File: src/rtl/spi_pkg.sv
// Shared SPI definitions: mode constants, FSM state encoding and edge-polarity helper.
package spi_pkg;

    // {CPOL, CPHA}
    localparam logic [1:0] SPI_MODE0 = 2'b00;
    localparam logic [1:0] SPI_MODE1 = 2'b01;
    localparam logic [1:0] SPI_MODE2 = 2'b10;
    localparam logic [1:0] SPI_MODE3 = 2'b11;

    typedef enum logic {
        SPI_IDLE   = 1'b0,
        SPI_ACTIVE = 1'b1
    } spi_state_e;

    typedef struct packed {
        logic sample_rise;
        logic shift_rise;
    } spi_edge_t;

    // Sample on the leading edge when CPHA=0; leading edge is rising when CPOL=0.
    function automatic spi_edge_t spi_edge_sel(input logic cpol, input logic cpha);
        spi_edge_t e;
        e.sample_rise = ~(cpol ^ cpha);
        e.shift_rise  = cpol ^ cpha;
        return e;
    endfunction

endpackage

File: src/rtl/spi_sync_edge.sv
// N-stage synchroniser for an asynchronous input with rise/fall pulses on the synchronised level.
module spi_sync_edge #(
    parameter int unsigned STAGES  = 2,
    parameter logic        RST_VAL = 1'b0
) (
    input  logic clk,
    input  logic rst_n,
    input  logic d,
    output logic rise_c,
    output logic fall_c
);

    logic [STAGES-1:0] sync;
    logic              q_d;

    always_ff @(posedge clk or negedge rst_n) begin
        if (!rst_n) begin
            sync <= {STAGES{RST_VAL}};
            q_d  <= RST_VAL;
        end else begin
            sync <= {sync[STAGES-2:0], d};
            q_d  <= sync[STAGES-1];
        end
    end

    assign rise_c = sync[STAGES-1] & ~q_d;
    assign fall_c = ~sync[STAGES-1] & q_d;

endmodule

File: src/rtl/spi_slave_sync.sv
// Oversampling SPI slave: pulse-style receive interface, one-deep transmit holding register.
module spi_slave_sync
    import spi_pkg::*;
#(
    parameter int unsigned WIDTH       = 8,
    parameter int unsigned CPOL        = 0,
    parameter int unsigned CPHA        = 0,
    parameter int unsigned SYNC_STAGES = 2
) (
    input  logic                           clk,
    input  logic                           rst_n,
    input  logic                           spi_clk,
    input  logic                           spi_cs,
    input  logic                           spi_mosi,
    output logic                           spi_miso,
    input  logic [WIDTH-1:0]               tx_data,
    input  logic                           tx_valid,
    output logic                           tx_ready,
    output logic [WIDTH-1:0]               rx_data,
    output logic [$clog2(WIDTH+1)-1:0]     rx_bits,
    output logic                           rx_valid,
    output logic                           err_underrun,
    output logic                           busy
);

    localparam int unsigned CNT_W    = $clog2(WIDTH + 1);
    localparam spi_edge_t   EDGE     = spi_edge_sel(1'(CPOL), 1'(CPHA));
    localparam logic        HAS_CPHA = 1'(CPHA);

    logic sclk_rise_c, sclk_fall_c, cs_rise_c, cs_fall_c;
    logic [SYNC_STAGES-1:0] mosi_sync;
    logic mosi_s;

    spi_sync_edge #(.STAGES(SYNC_STAGES), .RST_VAL(1'(CPOL))) u_sclk_sync (
        .clk    (clk),
        .rst_n  (rst_n),
        .d      (spi_clk),
        .rise_c (sclk_rise_c),
        .fall_c (sclk_fall_c)
    );

    // Reset low so a CS held low across reset is not taken as a new frame.
    spi_sync_edge #(.STAGES(SYNC_STAGES), .RST_VAL(1'b0)) u_cs_sync (
        .clk    (clk),
        .rst_n  (rst_n),
        .d      (spi_cs),
        .rise_c (cs_rise_c),
        .fall_c (cs_fall_c)
    );

    always_ff @(posedge clk or negedge rst_n) begin
        if (!rst_n) mosi_sync <= '0;
        else        mosi_sync <= {mosi_sync[SYNC_STAGES-2:0], spi_mosi};
    end
    assign mosi_s = mosi_sync[SYNC_STAGES-1];

    spi_state_e       state;
    logic [CNT_W-1:0] bit_cnt;
    logic [WIDTH-1:0] rx_shift, tx_shift, hold;
    logic             first_shift;

    logic             sample_c, shift_c, word_done_c, tx_reload_c;
    logic [CNT_W-1:0] cnt_inc_c, cnt_after_c;
    logic [WIDTH-1:0] rx_after_c, part_mask_c;

    assign sample_c = EDGE.sample_rise ? sclk_rise_c : sclk_fall_c;
    assign shift_c  = EDGE.shift_rise  ? sclk_rise_c : sclk_fall_c;

    // Effect of this cycle's sample edge, seen before any CS-rise termination.
    always_comb begin
        cnt_inc_c   = bit_cnt + CNT_W'(1);
        word_done_c = sample_c && (cnt_inc_c == CNT_W'(WIDTH));
        rx_after_c  = rx_shift;
        cnt_after_c = bit_cnt;
        if (sample_c) begin
            rx_after_c  = {rx_shift[WIDTH-2:0], mosi_s};
            cnt_after_c = word_done_c ? '0 : cnt_inc_c;
        end
        tx_reload_c = shift_c && (bit_cnt == '0) && !(HAS_CPHA && first_shift);
        part_mask_c = ~({WIDTH{1'b1}} << cnt_after_c);
    end

    always_ff @(posedge clk or negedge rst_n) begin
        if (!rst_n) begin
            state        <= SPI_IDLE;
            bit_cnt      <= '0;
            rx_shift     <= '0;
            tx_shift     <= '0;
            hold         <= '0;
            first_shift  <= 1'b0;
            tx_ready     <= 1'b1;
            rx_data      <= '0;
            rx_bits      <= '0;
            rx_valid     <= 1'b0;
            err_underrun <= 1'b0;
            busy         <= 1'b0;
            spi_miso     <= 1'b0;
        end else begin
            rx_valid     <= 1'b0;
            err_underrun <= 1'b0;
            spi_miso     <= (state == SPI_ACTIVE) && tx_shift[WIDTH-1];

            if (tx_valid && tx_ready) begin
                hold     <= tx_data;
                tx_ready <= 1'b0;
            end

            case (state)
                SPI_IDLE: begin
                    if (cs_fall_c) begin
                        state       <= SPI_ACTIVE;
                        busy        <= 1'b1;
                        bit_cnt     <= '0;
                        rx_shift    <= '0;
                        first_shift <= 1'b1;
                        if (!tx_ready) begin
                            tx_shift <= hold;
                            tx_ready <= 1'b1;
                        end else begin
                            tx_shift     <= '0;
                            err_underrun <= 1'b1;
                        end
                    end
                end
                SPI_ACTIVE: begin
                    bit_cnt  <= cnt_after_c;
                    rx_shift <= rx_after_c;
                    if (word_done_c) begin
                        rx_valid <= 1'b1;
                        rx_data  <= rx_after_c;
                        rx_bits  <= CNT_W'(WIDTH);
                    end
                    if (cs_rise_c) begin
                        state <= SPI_IDLE;
                        busy  <= 1'b0;
                        if (cnt_after_c != '0) begin
                            rx_valid <= 1'b1;
                            rx_data  <= rx_after_c & part_mask_c;
                            rx_bits  <= cnt_after_c;
                        end
                    end else if (shift_c) begin
                        first_shift <= 1'b0;
                        if (bit_cnt != '0) begin
                            tx_shift <= tx_shift << 1;
                        end else if (tx_reload_c) begin
                            if (!tx_ready) begin
                                tx_shift <= hold;
                                tx_ready <= 1'b1;
                            end else begin
                                tx_shift     <= '0;
                                err_underrun <= 1'b1;
                            end
                        end
                    end
                end
                default: state <= SPI_IDLE;
            endcase
        end
    end

endmodule

File: config.mk
export PLATFORM = sky130hd
export DESIGN_NAME = spi_slave_sync
export DESIGN_NICKNAME = d
export VERILOG_FILES = /design/src/rtl/spi_pkg.sv /design/src/rtl/spi_sync_edge.sv /design/src/rtl/spi_slave_sync.sv
export SDC_FILE = /design/constraint.sdc
export NUM_CORES = 1
export LEC_CHECK = 0
export ABC_CLOCK_PERIOD_IN_PS = 4300
export CAP_MARGIN = 20
export CORE_MARGIN = 2
export CORE_UTILIZATION = 30
export DETAILED_ROUTE_END_ITERATION = 10
export SLEW_MARGIN = 20
export SYNTH_ARGS = -nofsm -noshare
export SYNTH_HDL_FRONTEND = slang
export SYNTH_HIERARCHICAL = 1
export SYNTH_SLANG_ARGS = --single-unit
File: constraint.sdc
create_clock -name clk -period 4.3 [get_ports clk]
set_input_delay 0.645 -clock clk [delete_from_list [all_inputs] [get_ports clk]]
set_output_delay 0.645 -clock clk [all_outputs]
set_load 0.01 [all_outputs]
# Yosys cells after proc, flatten, opt, wreduce, memory -nomap -nowiden
# Index checks and enable logic that the tools add are counted.
dict set report totals {
  output_inout_bits 17
  rom_bits 0
  register_bits 54
  ramBits 0
  n_memories 0
  latch_bits 0
}
dict set report op_classes {
  n_shift 1
  n_addsub 1
  n_mux 45
  div 0
  bitwise 11
  n_reduce_logical 9
  n_eq_ne 6
  mul 0
  n_lt_le_gt_ge 0
}
# op count
set op_table {}
lappend op_table {{8-bit two-way mux} 11}
lappend op_table {{8-bit one-hot mux with 2 select lines} 2}
lappend op_table {{4-bit two-way mux} 6}
lappend op_table {{1-bit two-way mux} 21}
lappend op_table {{8-bit bitwise AND} 1}
lappend op_table {{8-bit NOT} 1}
lappend op_table {{1-bit one-hot mux with 2 select lines} 4}
lappend op_table {{4-bit one-hot mux with 2 select lines} 1}
lappend op_table {{4-bit nonzero test} 2}
lappend op_table {{8-bit by 4-bit << shifter with 8-bit output, first input constant} 1}
lappend op_table {{2-bit != test, second input constant} 3}
lappend op_table {{1-bit NOT} 5}
lappend op_table {{4-bit by 1-bit adder with 4-bit output, second input constant} 1}
lappend op_table {{1-bit bitwise AND} 4}
lappend op_table {{4-bit equality test, second input constant} 1}
lappend op_table {{1-bit logical AND} 4}
lappend op_table {{4-bit logical NOT} 1}
lappend op_table {{4-bit AND reduction} 1}
lappend op_table {{3-bit by 1-bit != test with 1-bit output, second input constant} 1}
lappend op_table {{2-bit by 1-bit != test with 1-bit output, second input constant} 1}
lappend op_table {{2-bit AND reduction} 1}

# Logic depth before layout (Yosys ltp)
dict set report depth {
  ltp_word 10
  depth_mapped 10
}

# Modules after synthesis
# Netlist, hierarchy kept.
# module area_each_um2 n_inst cells_each
set modules_own_cells {}
lappend modules_own_cells {spi_slave_sync 2416.1 1 232}
lappend modules_own_cells {spi_sync_edge 90.1 2 5}

# Worst setup path before layout
# OpenSTA, ideal clock, no wires.
dict set report synth_path {
  kind {reg-to-reg}
  from {register bit_cnt[1]}
  to {register rx_data[5]}
  setup_time_ns 0.125
  n_path_buf 2
  path_stages_with_launch 11
  slack_ns 2.140
  t_arrival_ns 2.035
  path_cell_list {dfrtp_1 > ha_1 > xnor2_1 > and3_4 > buf_6 > and2_4 > o21ai_1 > or2_1 > buf_6 > inv_4 > mux2_4}
}
dict set report synth_between {
  elab_chain_len 10
  word_cells_on_any_way 12
}
# element line
set synth_lines {}
lappend synth_lines {{start, declared} spi_slave_sync.sv:58} ;# logic [CNT_W-1:0] bit_cnt;
lappend synth_lines {{start signal, assigned} spi_slave_sync.sv:126} ;# bit_cnt <= cnt_after_c;
lappend synth_lines {{4-bit by 1-bit adder with 4-bit output} spi_slave_sync.sv:71} ;# cnt_inc_c = bit_cnt + CNT_W'(1);
lappend synth_lines {{4-bit equality test} spi_slave_sync.sv:72} ;# word_done_c = sample_c && (cnt_inc_c == CNT_W'(WIDTH));
lappend synth_lines {{1-bit logical AND} spi_slave_sync.sv:72}
lappend synth_lines {{4-bit two-way mux} spi_slave_sync.sv:77} ;# cnt_after_c = word_done_c ? '0 : cnt_inc_c;
lappend synth_lines {{4-bit two-way mux} spi_slave_sync.sv:75} ;# if (sample_c) begin
lappend synth_lines {{8-bit by 4-bit << shifter with 8-bit output} spi_slave_sync.sv:80} ;# part_mask_c = ~({WIDTH{1'b1}} << cnt_after_c);
lappend synth_lines {{8-bit NOT} spi_slave_sync.sv:80}
lappend synth_lines {{8-bit bitwise AND} spi_slave_sync.sv:138} ;# rx_data <= rx_after_c & part_mask_c;
lappend synth_lines {{8-bit two-way mux} spi_slave_sync.sv:136} ;# if (cnt_after_c != '0) begin
lappend synth_lines {{8-bit two-way mux *} spi_slave_sync.sv:133} ;# if (cs_rise_c) begin
lappend synth_lines {{end signal, assigned} spi_slave_sync.sv:130} ;# rx_data <= rx_after_c;
lappend synth_lines {{end signal, assigned} spi_slave_sync.sv:138}
lappend synth_lines {{end, declared} spi_slave_sync.sv:19} ;# output logic [WIDTH-1:0] rx_data,
# Every way passes the cells marked *; elsewhere a longest branch is shown, timed or not.
# A chain may end at the register's enable or synchronous reset.

# Worst setup path in the final report
dict set report layout_path {
  from {register u_sclk_sync.q_d}
  to {register rx_data[6]}
}
dict set report layout_between {
  elab_chain_len 10
  word_cells_on_any_way 13
}
# element line
set layout_lines {}
lappend layout_lines {{start, declared} spi_sync_edge.sv:14} ;# logic q_d;
lappend layout_lines {{start signal, assigned} spi_sync_edge.sv:22} ;# q_d <= sync[STAGES-1];
lappend layout_lines {{1-bit NOT *} spi_sync_edge.sv:26} ;# assign rise_c = sync[STAGES-1] & ~q_d;
lappend layout_lines {{1-bit bitwise AND *} spi_sync_edge.sv:26}
lappend layout_lines {{via sample_c} spi_slave_sync.sv:62} ;# logic sample_c, shift_c, word_done_c, tx_reload_c;
lappend layout_lines {{1-bit logical AND} spi_slave_sync.sv:72}
lappend layout_lines {{4-bit two-way mux} spi_slave_sync.sv:77}
lappend layout_lines {{4-bit two-way mux} spi_slave_sync.sv:75}
lappend layout_lines {{8-bit by 4-bit << shifter with 8-bit output} spi_slave_sync.sv:80}
lappend layout_lines {{8-bit NOT} spi_slave_sync.sv:80}
lappend layout_lines {{8-bit bitwise AND} spi_slave_sync.sv:138}
lappend layout_lines {{8-bit two-way mux} spi_slave_sync.sv:136}
lappend layout_lines {{8-bit two-way mux *} spi_slave_sync.sv:133}
# The timed path passes the listed nets; every way through them passes the cells marked *.

==> results.md <==
* Via count at around 1900
* Worst slew pin tran at 925.0 ps
* N_diodes at 0
* # Post-CTS Setup Buffers at 0
* Top cells by area, synth: dfrtp_1, mux2_2, nand2_1
* Main combinational cell family by area after synthesis: simple AND/OR/NAND/NOR gates
* Synth top cells by count: dfrtp_1, nand2_1, o21ai_0, mux2_2
* Ys flop type: dfrtp_1
* Most numerous cell in the Yosys netlist: dfrtp_1
* Largest net degree at the start of global routing at 55
* Post-Synth XOR/XNOR Area at 0.01687
* Syn_nets at 259
* Fraction of the mapped netlist area in adder cells at 0.01446
* Synthesized area per cell at 10.73 um^2
* RR Endpoint: rx_data[6]
* Synthesis-to-layout area growth at 17.78%
* Seq cells post-synth at 54
* Clk_lat worst skew at 300 ps
* Leak pwr at 1.341 nW
* Final Power at 1.439 mW
* Total grt overflow at 0
* Placeable core area at just over 8000 um^2
* Vias in the first global route at about 1900
* Worst-path clk slew at 90 ps
* Gpl congestion at 0.8329
* Max FO, Critical Path at 14
* Slew Limit Fails at 0
* Outcome: finished clean
* Worst hold path startpoint: u_cs_sync/sync[0]
* Hold depth at 0
* Mapped cell area at 2596 um^2
* IO Count at 31
* YS warnings at 6
* Sequential area share after synthesis at 0.5210
* Number of remaining DRC errors at 0
* Startpoint Class: flop
* FMAX at 355.6 MHz
* Post-synth top area cell: dfrtp_1
* Die X at 97.03 um
* Clock Tree Buf Depth at 2
* Setup-failing EPs final at 0
* H-tree lvl count at 2
* Fin crit share at 0.6539
* Total Routed Length at ~5600 um
* 1st-pass router iterations at 4
* Share of cells above drive strength 1 at 0.1218
* Worst Hold Path EP: u_cs_sync/sync[1]
* Post-synth EDFFs at 0
* Cell variety after synth at 51
* Initial antenna violation count at 0
* WS Path Type: flop to flop
* Endpoints failing hold at 0
* Clock sinks at between 50 and 60
* Buffers on Ports at 30
* R2R setup slack at 1490 ps
* Compound-Gate Fraction of Synth Area at 0.1537
* Total CTS buffers at 5
* DP HPWL at 3902 um
* Multiplexer area fraction after synthesis at 0.09108
* Post_cts resized at 0
* Worst Hold Class: flop to flop
* Final nets at 287
* Ys async rst share at 1.000
* Critical Path RT at 4490 ps
* Chip height at just under 100 um
* Simple-Gate Fraction of Synth Area at 0.1643
* Max Cap Viol at 0
* Clk_skew at between 2 and 3 ps
* WL/cell at 14.98 um
* Rel. slew slack at 0.3792
* R2R Path Start: u_sclk_sync/q_d
* FP Rows at 33
* Iter 0 DRT Violations at between 100 and 150
* Fin crit period at 2812 ps
* Post-Route Setup TNS at 0 ps
* Post-Synthesis Cells at between 200 and 250
* Yosys top cell area share at 0.5108
* Die area at 9414 um^2
* Maximum VDD drop at 0.0001887 V
* RSZ-0062 raised after global routing: false
* # hold bufs at CTS at 0
* Critical path endpoint category: flop
* Pwr dens at 470.6 nW/um^2
* Worst path arrival time at 3010 ps
* CTS tree: built
* Routed Antenna Nets at 0
* Initial Utilization at 0.3128
* Global Route Usage Sum at 0.1211
* Via density per instance at 4.987
* Register-to-Register Path Depth at 8
* Global-route wire length before repair at 9301 um
* Clock Root Buffer: clkbuf_8
==> flip-flops by register name, summed over array words and instances (netlist names), 2 cells and up <==
| signal | cells |
|---|---|
| tx_shift | 8 |
| u_cs_sync/sync | 2 |
| rx_bits | 4 |
| rx_data | 8 |
| rx_shift | 8 |
| bit_cnt | 4 |
| hold | 8 |
| mosi_sync | 2 |
| u_sclk_sync/sync | 2 |
==> placed cells by master (no fill, tap or decap), types with 3 or more instances in the layout <==
master and count:
a21oi_1 9, a31oi_1 9, a32o_1 6, and3b_1 8, buf_4 4, clkbuf_1 3
clkbuf_8 5, clkdlybuf4s50_1 29, dfrtp_1 53, ha_1 3, inv_1 4, mux2_2 13
mux2i_1 6, nand2_1 36, nand3_1 4, nor2_1 9, nor2b_1 4, nor3_1 3
o21ai_0 16, xnor2_1 3
==> through the flow <==
| step | setup slack (ps) | std cells | instance area [um^2] | hold slack (ps) | utilization |
|---|---|---|---|---|---|
| 2_1_floorplan | 2140 | 242 | 2596 | 331.2 | - |
| 3_3_place_gp | 1646 | 368 | 2978 | 332.5 | 0.3588 |
| 3_5_place_dp | 1528 | 368 | 2978 | 337.0 | 0.3588 |
| 4_1_cts | 1541 | 376 | 3058 | 358.2 | 0.3685 |
| 5_1_grt | 1246 | 376 | 3058 | 366.2 | 0.3685 |
| 6_report | 1488 | 376 | 3058 | 354.4 | 0.3685 |
==> critical path, stage by stage (launching register included) <==
cell and delay, ps:
dfrtp_1 380, nor2b_1 630, nand2_1 200, nor3b_1 180, a21oi_1 370, nor3b_2 110, or2_1 400, inv_4 120
mux2_4 300
==> layout make-up <==
cell class | instances | area (um^2)
fillers | 807 | 5241
flip-flops and latches | 54 | 1353
multi-input cells | 169 | 1144
repair buffers | 34 | 325.3
well taps | 105 | 131.4
clock buffers | 8 | 80.08
inverters | 6 | 25.02
==> where the power goes <==
group          internal (mW)  switching (mW)  leakage [nW]  total, mW
clock                  0.116           0.153        0.0395      0.269
combinational          0.227           0.223         0.611      0.449
sequential             0.625          0.0957         0.690      0.721
total                  0.968           0.471          1.34       1.44
==> logic make-up (layout without fill, tap and decap cells) <==
| kind of cell | count (synthesis) | count (layout) |
|---|---|---|
| simple gates | 80 | 80 |
| compound gates | 60 | 60 |
| flops | 54 | 54 |
| mux | 21 | 21 |
| buf+inv | 19 | 48 |
| xor+xnor | 5 | 5 |
| fa+ha+maj | 3 | 3 |
==> layer usage <==
| layer | wire, um | vias to the layer above | GRT usage |
|---|---|---|---|
| met2 | 2617 | 29 | 0.1864 |
| met1 | 2709 | 916 | 0.1650 |
| met4 | 148 | 0 | 0.05525 |
| met5 | 0 | - | 0 |
| met3 | 158 | 8 | 0.02312 |
| li1 | - | 922 | - |
==> how the worst max path moves through the flow <==
stage | startpoint | endpoint | slack, ps | cells past startpoint
after floorplan | bit_cnt[1] | rx_data[5] | 2140 | 10
after global placement | u_sclk_sync/q_d | rx_data[5] | 1650 | 8
after detailed placement | u_sclk_sync/sync[1] | rx_data[6] | 1530 | 8
after CTS | u_sclk_sync/sync[1] | rx_data[6] | 1540 | 8
after global routing | u_sclk_sync/sync[1] | rx_data[5] | 1250 | 8
final | u_sclk_sync/q_d | rx_data[6] | 1490 | 8
No activity file was read; power rests on OpenSTA's default activity.
